### src/rtl/timer_dev.sv
// ============================================================================
// timer_dev : memory-mapped countdown timer (CTRL/PRESET/COUNT) with irq.
// Optional: `define TIMER_AUTO_RELOAD_EN enables MODE 1 auto-reload. Rev 1.0
// ============================================================================
`timescale 1ns/1ps
`default_nettype none

module timer_dev #(
  parameter int unsigned PRESCALE = 0
) (
  input  logic        clk,
  input  logic        reset,
  input  logic [1:0]  addr,
  input  logic        we,
  input  logic [31:0] wdata,
  output logic [31:0] rdata,
  output logic        irq
);

  localparam logic [1:0] C_ADDR_CTRL   = 2'd0;
  localparam logic [1:0] C_ADDR_PRESET = 2'd1;
  localparam logic [1:0] C_ADDR_COUNT  = 2'd2;
  localparam logic [7:0] C_PRESCALE    = 8'(PRESCALE);

  typedef enum logic [1:0] {
    S_IDLE = 2'd0,
    S_LOAD = 2'd1,
    S_CNT  = 2'd2,
    S_INT  = 2'd3
  } state_e;

  state_e      state_q, state_d;
  logic        en_q, en_d;
  logic [1:0]  mode_q, mode_d;
  logic        im_q, im_d;
  logic [31:0] preset_q, preset_d;
  logic [31:0] count_q, count_d;
  logic [7:0]  presc_q, presc_d;
  logic        flag_q, flag_d;

  logic w_wr_ctrl;
  logic w_wr_preset;
  logic w_tick;
  logic w_auto_reload;
  logic w_flag_set;
  logic w_flag_clr;

  assign w_wr_ctrl   = we && (addr == C_ADDR_CTRL);
  assign w_wr_preset = we && (addr == C_ADDR_PRESET);
  assign w_tick      = (presc_q == C_PRESCALE);

  // MODE bits are always stored; only the reload decode depends on the build.
`ifdef TIMER_AUTO_RELOAD_EN
  assign w_auto_reload = (mode_q == 2'd1);
`else
  assign w_auto_reload = 1'b0;
`endif

  always_comb begin
    state_d    = state_q;
    en_d       = en_q;
    mode_d     = mode_q;
    im_d       = im_q;
    preset_d   = preset_q;
    count_d    = count_q;
    presc_d    = presc_q;
    w_flag_set = 1'b0;
    w_flag_clr = 1'b0;

    case (state_q)
      S_IDLE: begin
        if (en_q) state_d = S_LOAD;
      end
      S_LOAD: begin
        count_d = preset_q;
        presc_d = 8'd0;
        state_d = S_CNT;
      end
      S_CNT: begin
        if (!en_q) begin
          state_d = S_IDLE;
        end else if (w_tick) begin
          presc_d = 8'd0;
          if (count_q <= 32'd1) begin
            count_d    = 32'd0;
            w_flag_set = 1'b1;
            state_d    = S_INT;
          end else begin
            count_d = count_q - 32'd1;
          end
        end else begin
          presc_d = presc_q + 8'd1;
        end
      end
      S_INT: begin
        if (w_auto_reload) begin
          w_flag_clr = 1'b1;
          state_d    = S_LOAD;
        end else begin
          en_d    = 1'b0;
          state_d = S_IDLE;
        end
      end
      default: state_d = S_IDLE;
    endcase

    // Bus writes come last so a CTRL write overrides the one-shot EN clear.
    if (w_wr_ctrl) begin
      en_d   = wdata[0];
      mode_d = wdata[2:1];
      im_d   = wdata[3];
    end
    if (w_wr_preset) preset_d = wdata;

    flag_d = w_flag_set | (flag_q & ~(w_flag_clr | w_wr_ctrl | w_wr_preset));
  end

  always_ff @(posedge clk) begin
    if (!reset) begin
      state_q  <= S_IDLE;
      en_q     <= 1'b0;
      mode_q   <= 2'd0;
      im_q     <= 1'b0;
      preset_q <= 32'd0;
      count_q  <= 32'd0;
      presc_q  <= 8'd0;
      flag_q   <= 1'b0;
    end else begin
      state_q  <= state_d;
      en_q     <= en_d;
      mode_q   <= mode_d;
      im_q     <= im_d;
      preset_q <= preset_d;
      count_q  <= count_d;
      presc_q  <= presc_d;
      flag_q   <= flag_d;
    end
  end

  always_comb begin
    rdata = 32'd0;
    case (addr)
      C_ADDR_CTRL:   rdata = {28'd0, im_q, mode_q, en_q};
      C_ADDR_PRESET: rdata = preset_q;
      C_ADDR_COUNT:  rdata = count_q;
      default:       rdata = 32'd0;
    endcase
  end

  assign irq = im_q & flag_q;

endmodule

`default_nettype wire
### config.mk
export PLATFORM = sky130hd
export DESIGN_NAME = timer_dev
export DESIGN_NICKNAME = d
export VERILOG_FILES = /design/src/rtl/timer_dev.sv
export SDC_FILE = /design/constraint.sdc
export NUM_CORES = 1
export LEC_CHECK = 0
export CAP_MARGIN = 0
export CORE_ASPECT_RATIO = 1.25
export CORE_MARGIN = 2
export CORE_UTILIZATION = 42
export DETAILED_ROUTE_END_ITERATION = 12
export PLACE_DENSITY_LB_ADDON = 0.08
export SLEW_MARGIN = 40
export SYNTH_ARGS = -nofsm -noshare
export SYNTH_HDL_FRONTEND = slang
export SYNTH_SLANG_ARGS = --single-unit
### constraint.sdc
create_clock -name clk -period 6.1 [get_ports clk]
set_input_delay 0.915 -clock clk [delete_from_list [all_inputs] [get_ports clk]]
set_output_delay 0.915 -clock clk [all_outputs]
set_load 0.05 [all_outputs]
==> impl_metrics.py <==
metrics = {
    "setup_path": {
        "rr_startpoint": "count_q[12]",
        "worstPathMaxFanout": 23,
        "crit_path_start": "addr[0]",
        "cp-end-kind": "primary output",
        "path_depth": 5,
        "endpoint": "rdata[16]",
        "path_class": "primary input to primary output",
        "critPathRequiredTime_ns": 5.18,
        "cp_slowest_cell": "clkdlybuf4s50_1",
        "critical-path-max-stage-delay_ns": 0.80,
        "rr_endpoint": "count_q[15]",
        "cp_top_family": "buffers and inverters",
        "crit_arrival_ns": 3.36,
        "r2r_cells": 5,
        "cp_common_cell": "clkdlybuf4s50_1",
        "crit_buf_inv": 3,
        "cp-start-kind": "primary input",
        "crit_chain": "clkdlybuf4s50_1 -> nor2b_2 -> buf_4 -> a22o_1 -> clkdlybuf4s50_1",
        "rrSetupSlack_ns": 3.30,
    },
    "global_routing": {
        "grt_antenna_before_repair": 0,
        "grtUsageTotal_pct": 25.9,
        "overflow": 0,
        "grt_pass1_vias": 4517,
        "grt_first_pass_wirelength_mm": 23.1,
        "grt_max_degree": 65,
    },
    "yosys": {
        "synth_edf_count": 0,
        "yosysSeqAreaShare_pct": 35.3,
        "ys_async_sr_fraction_pct": 0,
        "synth_area_um2": 4480,
        "yosys_warnings": 0,
        "mappedNetlistNets": 627,
        "postSynthCellCount": 586,
        "synth_flop_cell": "dfxtp_1",
        "synth.distinct_cells": 60,
        "ys_ff_latch": 79,
        "syn-mean-instance-area_um2": 7.64,
    },
    "placement": {
        "place.detailed.hpwl_mm": 9.87,
        "globalplace.congestion": 0.899,
        "postPlaceCellArea_um2": 5210,
        "port_buffers": 69,
    },
    "power_and_ir_drop": {
        "p_per_area_nw_per_um2": 215,
        "ir_worst_vdd_v": 0.000118,
        "p_clk_share_pct": 43.2,
        "combPwrFrac_pct": 11.6,
        "p_int_uw": 858,
        "p_switching_uw": 327,
        "cellLeakagePower_nw": 1.99,
        "total_power_mw": 1.18,
        "swShare_pct": 27.6,
        "seqPwrFrac_pct": 45.2,
    },
    "timing": {
        "finalCritPeriodShare_pct": 70.0,
        "setup_tns_ns": 0,
        "setup_viol": 0,
        "min_period_ns": 4.27,
        "slew_viol_final": 0,
        "finalHoldViolCount": 0,
        "rsz0062_at_grt": "no",
        "finClkSkew_ns": 0.00791,
        "worst_pin_slew_ns": 0.743,
        "fmax_mhz": 234,
        "slew_headroom_pct": 50.0,
        "whs_ns": 0.477,
    },
    "floorplan": {
        "die_h_um": 119,
        "die_area_um2": 11500,
        "start_util_pct": 42.6,
        "io_pins": 70,
        "core_um2": 10500,
        "die_w_um": 96.4,
        "rows": 42,
    },
    "run_status": {
        "status": "finished clean",
    },
    "clock_network": {
        "numCtsBuffers": 9,
        "clockBufferDepth": 2,
        "h-tree-depth": 3,
        "cts_sinks": 79,
        "tritoncts": "built",
        "cts_root_buf": "clkbuf_16",
        "cts_resized": 0,
        "ctsHoldBuffers": 0,
        "clk_latency_ns": 0.34,
        "clk_pin_slew_worst_paths_ns": 0.06,
        "post_cts_buffers": 0,
    },
    "hold_path": {
        "worstHoldPathType": "flop to flop",
        "worstHoldStart": "preset_q[4]",
        "holdPathStages": 2,
    },
    "route": {
        "drc": 0,
        "postRouteAntennaNets": 0,
        "dr.pass1.iters": 5,
        "routedWlPerCell_um": 19.2,
        "via_per_inst": 6.32,
        "wirelength_mm": 14.6,
        "drt_iter0_drc": 329,
        "vias": 4800,
    },
    "layout": {
        "fin_area_um2": 5510,
        "seq_area_um2": 1580,
        "areaGrowthSynthToFinish_pct": 22.9,
        "final_common_cell": "nand2_1",
        "final_nets": 664,
        "n_antenna_cell": 0,
        "layout-drive-gt1-share_pct": 7.48,
        "final_cell_mix": "nand2_1, dfxtp_1, clkdlybuf4s50_1, a21oi_1, nor2_1",
        "nFillCells": 1074,
        "multi_input_area_um2": 2710,
    },
    "flow_run": {
        "drv_cap": 0,
    },
}
-- synthesized netlist by cell type (3+ instances only) --
master | number | area [µm²]
or3b_2 | 5 | 43.8
buf_2 | 4 | 20.0
o211ai_1 | 4 | 30.0
nor2b_1 | 5 | 31.3
a41oi_1 | 4 | 35.0
nor4_1 | 10 | 62.6
nor3b_1 | 3 | 22.5
nor2_1 | 45 | 169
nand3_1 | 17 | 85.1
ha_1 | 4 | 50.1
a32oi_1 | 11 | 96.3
o22ai_1 | 13 | 81.3
mux2i_1 | 7 | 70.1
a22o_1 | 29 | 254
nor3_1 | 16 | 80.1
and3_1 | 6 | 37.5
a22oi_1 | 10 | 75.1
or3_1 | 7 | 43.8
buf_1 | 4 | 15.0
o21ai_0 | 18 | 90.1
a31oi_1 | 23 | 144
dfxtp_1 | 79 | 1580
a21oi_1 | 54 | 270
nand4_1 | 16 | 100
inv_1 | 4 | 15.0
or4_1 | 3 | 22.5
nand2b_1 | 5 | 31.3
nand2_1 | 92 | 345
clkbuf_1 | 40 | 150
and2_1 | 7 | 43.8
nor4_2 | 3 | 37.5
-- kinds of logic (layout without fill, tap and decap cells) --
group | Yosys count | in the layout | share of synthesized area [%]
multiplexers | 7 | 7 | 1.56
adder cells (fa/ha/maj) | 4 | 4 | 1.12
flip-flops | 79 | 79 | 35.3
AO/OA/AOI/OAI | 184 | 184 | 27.4
AND/OR/NAND/NOR | 256 | 256 | 29.5
buffers and inverters | 56 | 98 | 5.14
-- flip-flops by register name, indices dropped and copies added, names as in the netlist --
name,count
count_q,32
presc_q,8
mode_q,2
preset_q,32
state_q,2
en_q,1
im_q,1
flag_q,1
-- metal layers --
metal | global-route usage [%] | share of wire, % | vias up
li1 | - | - | 2270
met1 | 32.9 | 42 | 2310
met2 | 42.0 | 49 | 185
met3 | 4.36 | 5.6 | 35
met4 | 11.9 | 3.2 | 0
met5 | 0 | 0 | -
-- tightest hold or removal path, stage by stage (launching register included) --
cell and delay, ns:
dfxtp_1 0.32, nand2_1 0.06, a21oi_1 0.05
-- layout make-up --
class | instances | area share, %
tap | 132 | 3.00
inverter | 6 | 0.455
timing repair buffer | 76 | 13.5
clock inverter | 7 | 1.05
multi-input combinational | 451 | 49.2
clock buffer | 9 | 4.09
sequential | 79 | 28.7
-- power groups by stage --
stage,combinational (mW),clock (mW),sequential [mW]
after floorplan,0.0828,0,0.542
after global placement,0.134,0,0.547
after detailed placement,0.136,0,0.547
after CTS,0.136,0.522,0.535
after global routing,0.148,0.541,0.536
final,0.138,0.511,0.535
-- through the flow --
stage / worst slack, ns / utilization (%) / instances
2_1_floorplan: 2.71 / - / 586
3_3_place_gp: 1.88 / 49.4 / 744
3_5_place_dp: 1.83 / 49.5 / 744
4_1_cts: 1.82 / 52.2 / 760
5_1_grt: 1.71 / 52.4 / 760
6_report: 1.83 / 52.4 / 760
-- worst min-delay path by stage --
stage                    to  slack [ns]
3_5_place_dp   preset_q[30]        0.47
4_1_cts        preset_q[30]        0.48
2_1_floorplan  preset_q[15]        0.44
6_report        preset_q[4]        0.48
3_3_place_gp   preset_q[17]        0.46
5_1_grt        preset_q[30]        0.49
(Power assumes the default switching activity.)
